--- config.mk ---
export PLATFORM = sky130hd
export DESIGN_NAME = uart_program_loader
export DESIGN_NICKNAME = d
export VERILOG_FILES = /design/src/rtl/uart_program_loader.sv
export SDC_FILE = /design/constraint.sdc
export NUM_CORES = 1
export LEC_CHECK = 0
export CAP_MARGIN = 30
export CORE_ASPECT_RATIO = 1.25
export CORE_MARGIN = 2
export CORE_UTILIZATION = 30
export CTS_BUF_LIST = sky130_fd_sc_hd__clkbuf_2 sky130_fd_sc_hd__clkbuf_4 sky130_fd_sc_hd__clkbuf_8
export DETAILED_ROUTE_END_ITERATION = 6
export PLACE_DENSITY = 0.58
export SKIP_LAST_GASP = 1
export SLEW_MARGIN = 20
export SYNTH_ARGS = -nofsm -noshare
export SYNTH_HDL_FRONTEND = slang
export SYNTH_SLANG_ARGS = --single-unit
--- constraint.sdc ---
create_clock -name clk -period 1.7 [get_ports clk]
set_input_delay 0.425 -clock clk [delete_from_list [all_inputs] [get_ports clk]]
set_output_delay 0.425 -clock clk [all_outputs]
set_load 0.01 [all_outputs]
--- src/rtl/uart_program_loader.sv ---
// Serial program loader: receives 8N1 UART bytes, packs them little-endian into
// 32-bit words and strobes each word out with a word-aligned byte address.
module uart_program_loader #(
    parameter int CLKS_PER_BIT = 868,
    parameter int MEM_BYTES    = 4096,
    parameter int TIMEOUT_BITS = 32
) (
    input  logic        clk,
    input  logic        reset_n,
    input  logic        io_rx,
    output logic        data_valid,
    output logic [31:0] data_out,
    output logic [31:0] byte_address,
    output logic        frame_error
);

    localparam int CNT_W  = $clog2(CLKS_PER_BIT + 1);
    localparam int ADDR_W = $clog2(MEM_BYTES);
    localparam logic [CNT_W-1:0] HALF_LAST    = CNT_W'(CLKS_PER_BIT / 2 - 1);
    localparam logic [CNT_W-1:0] BIT_LAST     = CNT_W'(CLKS_PER_BIT - 1);
    localparam logic [31:0]      TIMEOUT_LAST = 32'(TIMEOUT_BITS * CLKS_PER_BIT - 1);

    typedef enum logic [2:0] {
        ST_IDLE    = 3'd0,
        ST_START   = 3'd1,
        ST_DATA    = 3'd2,
        ST_STOP    = 3'd3,
        ST_RECOVER = 3'd4
    } state_t;

    logic              rx_meta_r;
    logic              rx_sync_r;
    state_t            state_r;
    state_t            state_next_s;
    logic [CNT_W-1:0]  clk_cnt_r;
    logic [CNT_W-1:0]  clk_cnt_next_s;
    logic [2:0]        bit_idx_r;
    logic [2:0]        bit_idx_next_s;
    logic [7:0]        shift_r;
    logic [7:0]        shift_next_s;
    logic              byte_ok_s;
    logic              byte_bad_s;
    logic [1:0]        byte_cnt_r;
    logic [23:0]       word_r;
    logic [31:0]       idle_cnt_r;
    logic [ADDR_W-1:0] wr_addr_r;
    logic              data_valid_r;
    logic              frame_error_r;
    logic [31:0]       data_out_r;
    logic [31:0]       byte_address_r;

    // Two-flop synchronizer for the asynchronous serial line (idles high).
    always_ff @(posedge clk or negedge reset_n) begin
        if (!reset_n) begin
            rx_meta_r <= 1'b1;
            rx_sync_r <= 1'b1;
        end else begin
            rx_meta_r <= io_rx;
            rx_sync_r <= rx_meta_r;
        end
    end

    // Receiver state register with bit timer, bit index and shift register.
    always_ff @(posedge clk or negedge reset_n) begin
        if (!reset_n) begin
            state_r   <= ST_IDLE;
            clk_cnt_r <= '0;
            bit_idx_r <= 3'd0;
            shift_r   <= 8'd0;
        end else begin
            state_r   <= state_next_s;
            clk_cnt_r <= clk_cnt_next_s;
            bit_idx_r <= bit_idx_next_s;
            shift_r   <= shift_next_s;
        end
    end

    // Receiver next-state logic; all samples are taken at mid-bit.
    always_comb begin
        state_next_s   = state_r;
        clk_cnt_next_s = clk_cnt_r;
        bit_idx_next_s = bit_idx_r;
        shift_next_s   = shift_r;
        byte_ok_s      = 1'b0;
        byte_bad_s     = 1'b0;
        case (state_r)
            ST_IDLE: begin
                clk_cnt_next_s = '0;
                if (!rx_sync_r) begin
                    state_next_s = ST_START;
                end else begin
                    state_next_s = ST_IDLE;
                end
            end
            ST_START: begin
                if (clk_cnt_r == HALF_LAST) begin
                    clk_cnt_next_s = '0;
                    bit_idx_next_s = 3'd0;
                    if (!rx_sync_r) begin
                        state_next_s = ST_DATA;
                    end else begin
                        state_next_s = ST_IDLE;
                    end
                end else begin
                    clk_cnt_next_s = clk_cnt_r + CNT_W'(1);
                end
            end
            ST_DATA: begin
                if (clk_cnt_r == BIT_LAST) begin
                    clk_cnt_next_s = '0;
                    shift_next_s   = {rx_sync_r, shift_r[7:1]};
                    if (bit_idx_r == 3'd7) begin
                        state_next_s = ST_STOP;
                    end else begin
                        bit_idx_next_s = bit_idx_r + 3'd1;
                    end
                end else begin
                    clk_cnt_next_s = clk_cnt_r + CNT_W'(1);
                end
            end
            ST_STOP: begin
                if (clk_cnt_r == BIT_LAST) begin
                    clk_cnt_next_s = '0;
                    if (rx_sync_r) begin
                        byte_ok_s    = 1'b1;
                        state_next_s = ST_IDLE;
                    end else begin
                        byte_bad_s   = 1'b1;
                        state_next_s = ST_RECOVER;
                    end
                end else begin
                    clk_cnt_next_s = clk_cnt_r + CNT_W'(1);
                end
            end
            ST_RECOVER: begin
                clk_cnt_next_s = '0;
                if (rx_sync_r) begin
                    state_next_s = ST_IDLE;
                end else begin
                    state_next_s = ST_RECOVER;
                end
            end
            default: begin
                state_next_s   = ST_IDLE;
                clk_cnt_next_s = '0;
            end
        endcase
    end

    // Word assembly, address generation, partial-word timeout and output strobes.
    always_ff @(posedge clk or negedge reset_n) begin
        if (!reset_n) begin
            byte_cnt_r     <= 2'd0;
            word_r         <= 24'd0;
            idle_cnt_r     <= 32'd0;
            wr_addr_r      <= '0;
            data_valid_r   <= 1'b0;
            frame_error_r  <= 1'b0;
            data_out_r     <= 32'd0;
            byte_address_r <= 32'd0;
        end else begin
            data_valid_r  <= 1'b0;
            frame_error_r <= 1'b0;
            if (byte_bad_s) begin
                byte_cnt_r    <= 2'd0;
                idle_cnt_r    <= 32'd0;
                frame_error_r <= 1'b1;
            end else if (byte_ok_s) begin
                idle_cnt_r <= 32'd0;
                case (byte_cnt_r)
                    2'd0: word_r[7:0]   <= shift_r;
                    2'd1: word_r[15:8]  <= shift_r;
                    2'd2: word_r[23:16] <= shift_r;
                    default: begin
                        data_out_r     <= {shift_r, word_r};
                        byte_address_r <= {{(32 - ADDR_W){1'b0}}, wr_addr_r};
                        data_valid_r   <= 1'b1;
                        wr_addr_r      <= wr_addr_r + ADDR_W'(4);
                    end
                endcase
                byte_cnt_r <= byte_cnt_r + 2'd1;
            end else if (state_r == ST_IDLE && byte_cnt_r != 2'd0) begin
                // A stalled partial word is dropped; the address does not move.
                if (idle_cnt_r == TIMEOUT_LAST) begin
                    byte_cnt_r <= 2'd0;
                    idle_cnt_r <= 32'd0;
                end else begin
                    idle_cnt_r <= idle_cnt_r + 32'd1;
                end
            end else begin
                idle_cnt_r <= 32'd0;
            end
        end
    end

    assign data_valid   = data_valid_r;
    assign frame_error  = frame_error_r;
    assign data_out     = data_out_r;
    assign byte_address = byte_address_r;

endmodule

==> results.cfg <==
[status]
run_status = complete, but fails checks
violations = negative setup slack

[clocking]
cts.path.max_buffers = 2
cts-root-buf = clkbuf_8
cts-buffers-inserted = 17
h-tree-depth = 4
cts_sinks = 138
clkTransAtPathRegs_ns = 0.07
cts_tree = done
clk_latency_ns = 0.43

[timing]
maxSlewViolCount = 0
finalHoldViolations = 0
skew_ns = 0.01653
fin_ws_ns = -0.1159
max_freq_ghz = 0.5507
fin_crit_sh_pct = 106.8
period_minus_slack_ns = 1.816
finalSetupViolCount = 79
finalSetupTns_ns = -4.933
rsz0062_at_grt = yes

[final_layout]
final_cells = 983
fin_area_um2 = 8870
final_cell_mix = dfrtp_1, buf_4, mux2_4, dlygate4sd2_1, mux2_2
drive_above_1_share_pct = 41.05
register_area_um2 = 3456
utilization_pct = 41.17
syn2layout_area_growth_pct = 34.75
multiInputGateArea_um2 = 3065
layout_commonest_cell = dfrtp_1
final_nets = 706
fillCellCount = 1962
diodes = 0

[flow_run]
cap_violations = 0

[min_path]
hold_class = reg -> reg

[synthesis]
synth-xor-area-share_pct = 3.726
synth_cell_types = 51
synth_mux_area_share_pct = 15.99
synth_top_family_by_area = multiplexers
ys_ff_latch = 138
synth_fa_ha_area_share_pct = 1.901
synth_compound_area_share_pct = 4.771
synth.avg_cell_area_um2 = 12.47
synth_area_um2 = 6583
ys_seq_area_share_pct = 52.50
synth_edf_count = 0
synthCells = 528
synth_top_cell_by_area = dfrtp_1
yosysWarnings = 0
synth_top_area_share_pct = 51.70
synth-simple-area-share_pct = 14.62
async_reset_ff_share_pct = 100.0
synth_ff_type = dfrtp_1
synthTopCellsByArea = dfrtp_1, mux2_4, mux2_2

[critical_path]
r2r_end = idle_cnt_r[22]$_DFF_PN0_
reg2reg_depth = 7
max_stage_delay_ns = 0.41
critPathRequiredTime_ns = 1.99
cp-startpoint = idle_cnt_r[22]$_DFF_PN0_
endpoint_kind = flip-flop
critPathMaxFanout = 7
cp_slowest_cell = dfrtp_1
arrival_ns = 2.11
ff2ff_setup_slack_ns = -0.12
cp_cell_sequence = nor4_2, nand4_1, buf_4, o31ai_4, buf_6, buf_12, a21oi_2
crit_buf_inv = 3
crit_path_end = idle_cnt_r[22]$_DFF_PN0_
path_delay_family = simple AND/OR/NAND/NOR gates
path_class = reg -> reg
r2r-start = idle_cnt_r[22]$_DFF_PN0_
start_kind = flip-flop
cp.depth = 7

[global_routing]
gr-total-overflow = 0
grt_usage_pct = 12.70
antenna_found_initial = 0
grt_pass1_vias = 4782
grt_max_degree = 39
grt_pass1_wl_um = 23380

[die]
dieWidth_um = 136.5
io_pins = 69
initial_core_util_pct = 30.55
num_rows = 60
core_um2 = 21550
die_h_um = 169.6
die_area_um2 = 23150

[detailed_routing]
vias = 4676
postRouteWirelength_um = 14990
ant_nets = 0
drc = 0
first_iter_violations = 211
first_pass_iters = 4
via_per_inst = 4.757
post_drt_wl_per_cell_um = 15.25

[placement]
dp_slack_ns = -0.3165
portBuffers = 46
dp_hpwl_um = 9967
placed_cells = 921
placed_area_um2 = 7880
routabilityCongestion = 0.7567

[pwr]
p_leak_uw = 0.004380
max-vdd-ir-drop_mv = 0.3978
power_density_nw_per_um2 = 673.0
==> through the flow <==
stage / hold WS, ns / power (uW)
floorplan: 0.1294 / 3411
global placement: 0.3525 / 3465
detailed placement: 0.3541 / 3469
CTS: 0.3727 / 6048
global route: 0.3735 / 6237
finish: 0.3701 / 5970
==> cell usage after synthesis (4+ instances only) <==
library cell / n
a21oi_1: 21
and2_1: 4
and3_1: 13
and4_1: 5
buf_12: 4
buf_2: 4
buf_4: 25
buf_6: 4
clkbuf_1: 5
dfrtp_1: 136
ha_1: 10
inv_1: 10
mux2_2: 29
mux2_4: 47
nand2_1: 24
nand3_1: 23
nand4_1: 21
nor2_1: 33
nor3_1: 4
nor4_1: 6
o21ai_0: 12
o31ai_1: 10
or3_1: 9
or4_1: 10
xnor2_1: 18
xor2_1: 10
==> layout make-up <==
| cell class | instances | area share (%) |
|---|---|---|
| clock buffers | 19 | 2.807 |
| clock inverters | 11 | 1.411 |
| inverters | 10 | 0.4232 |
| multi-input cells | 357 | 34.56 |
| flip-flops and latches | 138 | 38.96 |
| well taps | 279 | 3.936 |
| repair buffers | 169 | 17.90 |
==> metal layers <==
metal  wire length [um]  global-route usage [%]  vias to the layer above  part of all wire, %
li1                   -                       -                     2184                    -
met1               6208                   14.96                     2340                   41
met2               7959                   22.87                      126                   53
met3                539                   2.180                       26                  3.6
met4                283                   4.665                        0                  1.9
met5                  0                       0                        -                    0
==> kinds of logic after synthesis <==
family / after synthesis
AO/OA/AOI/OAI: 51
multiplexers: 78
other: 1
buffers and inverters: 55
adder cells (fa/ha/maj): 10
AND/OR/NAND/NOR: 167
XOR/XNOR: 28
flip-flops: 138
==> state kept, by name, indices dropped and copies added, names as in the netlist <==
register,flops
rx_sync_r,1
wr_addr_r,10
byte_address,10
frame_error,1
bit_idx_r,3
data_out,32
rx_meta_r,1
byte_cnt_r,2
word_r,24
state_r,3
idle_cnt_r,32
shift_r,8
data_valid,1
clk_cnt_r,10
==> repair_timing <==
item,in CTS,in global routing
endpoints found under the hold margin,34,0
pin swaps,20,22
resized for setup,77,51
setup endpoints to repair,152,123
hold buffers,1,0
setup buffers,15,10
gates cloned,1,5
==> report_power, final <==
part	internal (uW)	switching, uW	leakage (uW)
clock	1320	1250	0.000189
combinational	23.2	93.5	0.00228
sequential	3280	1.22	0.00191
total	4630	1340	0.00438
==> how the worst min path moves through the flow <==
stage | from | endpoint | slack (ns) | depth (start not counted)
after global placement | rx_meta_r$_DFF_PN1_ | rx_sync_r$_DFF_PN1_ | 0.35 | 0
after CTS | rx_meta_r$_DFF_PN1_ | rx_sync_r$_DFF_PN1_ | 0.37 | 0
after detailed placement | rx_meta_r$_DFF_PN1_ | rx_sync_r$_DFF_PN1_ | 0.35 | 0
after floorplan | reset_n | bit_idx_r[0]$_DFFE_PN0P_ | 0.13 | 0
final | rx_meta_r$_DFF_PN1_ | rx_sync_r$_DFF_PN1_ | 0.37 | 0
after global routing | rx_meta_r$_DFF_PN1_ | rx_sync_r$_DFF_PN1_ | 0.37 | 0
Power figures use the tool's default switching activity.
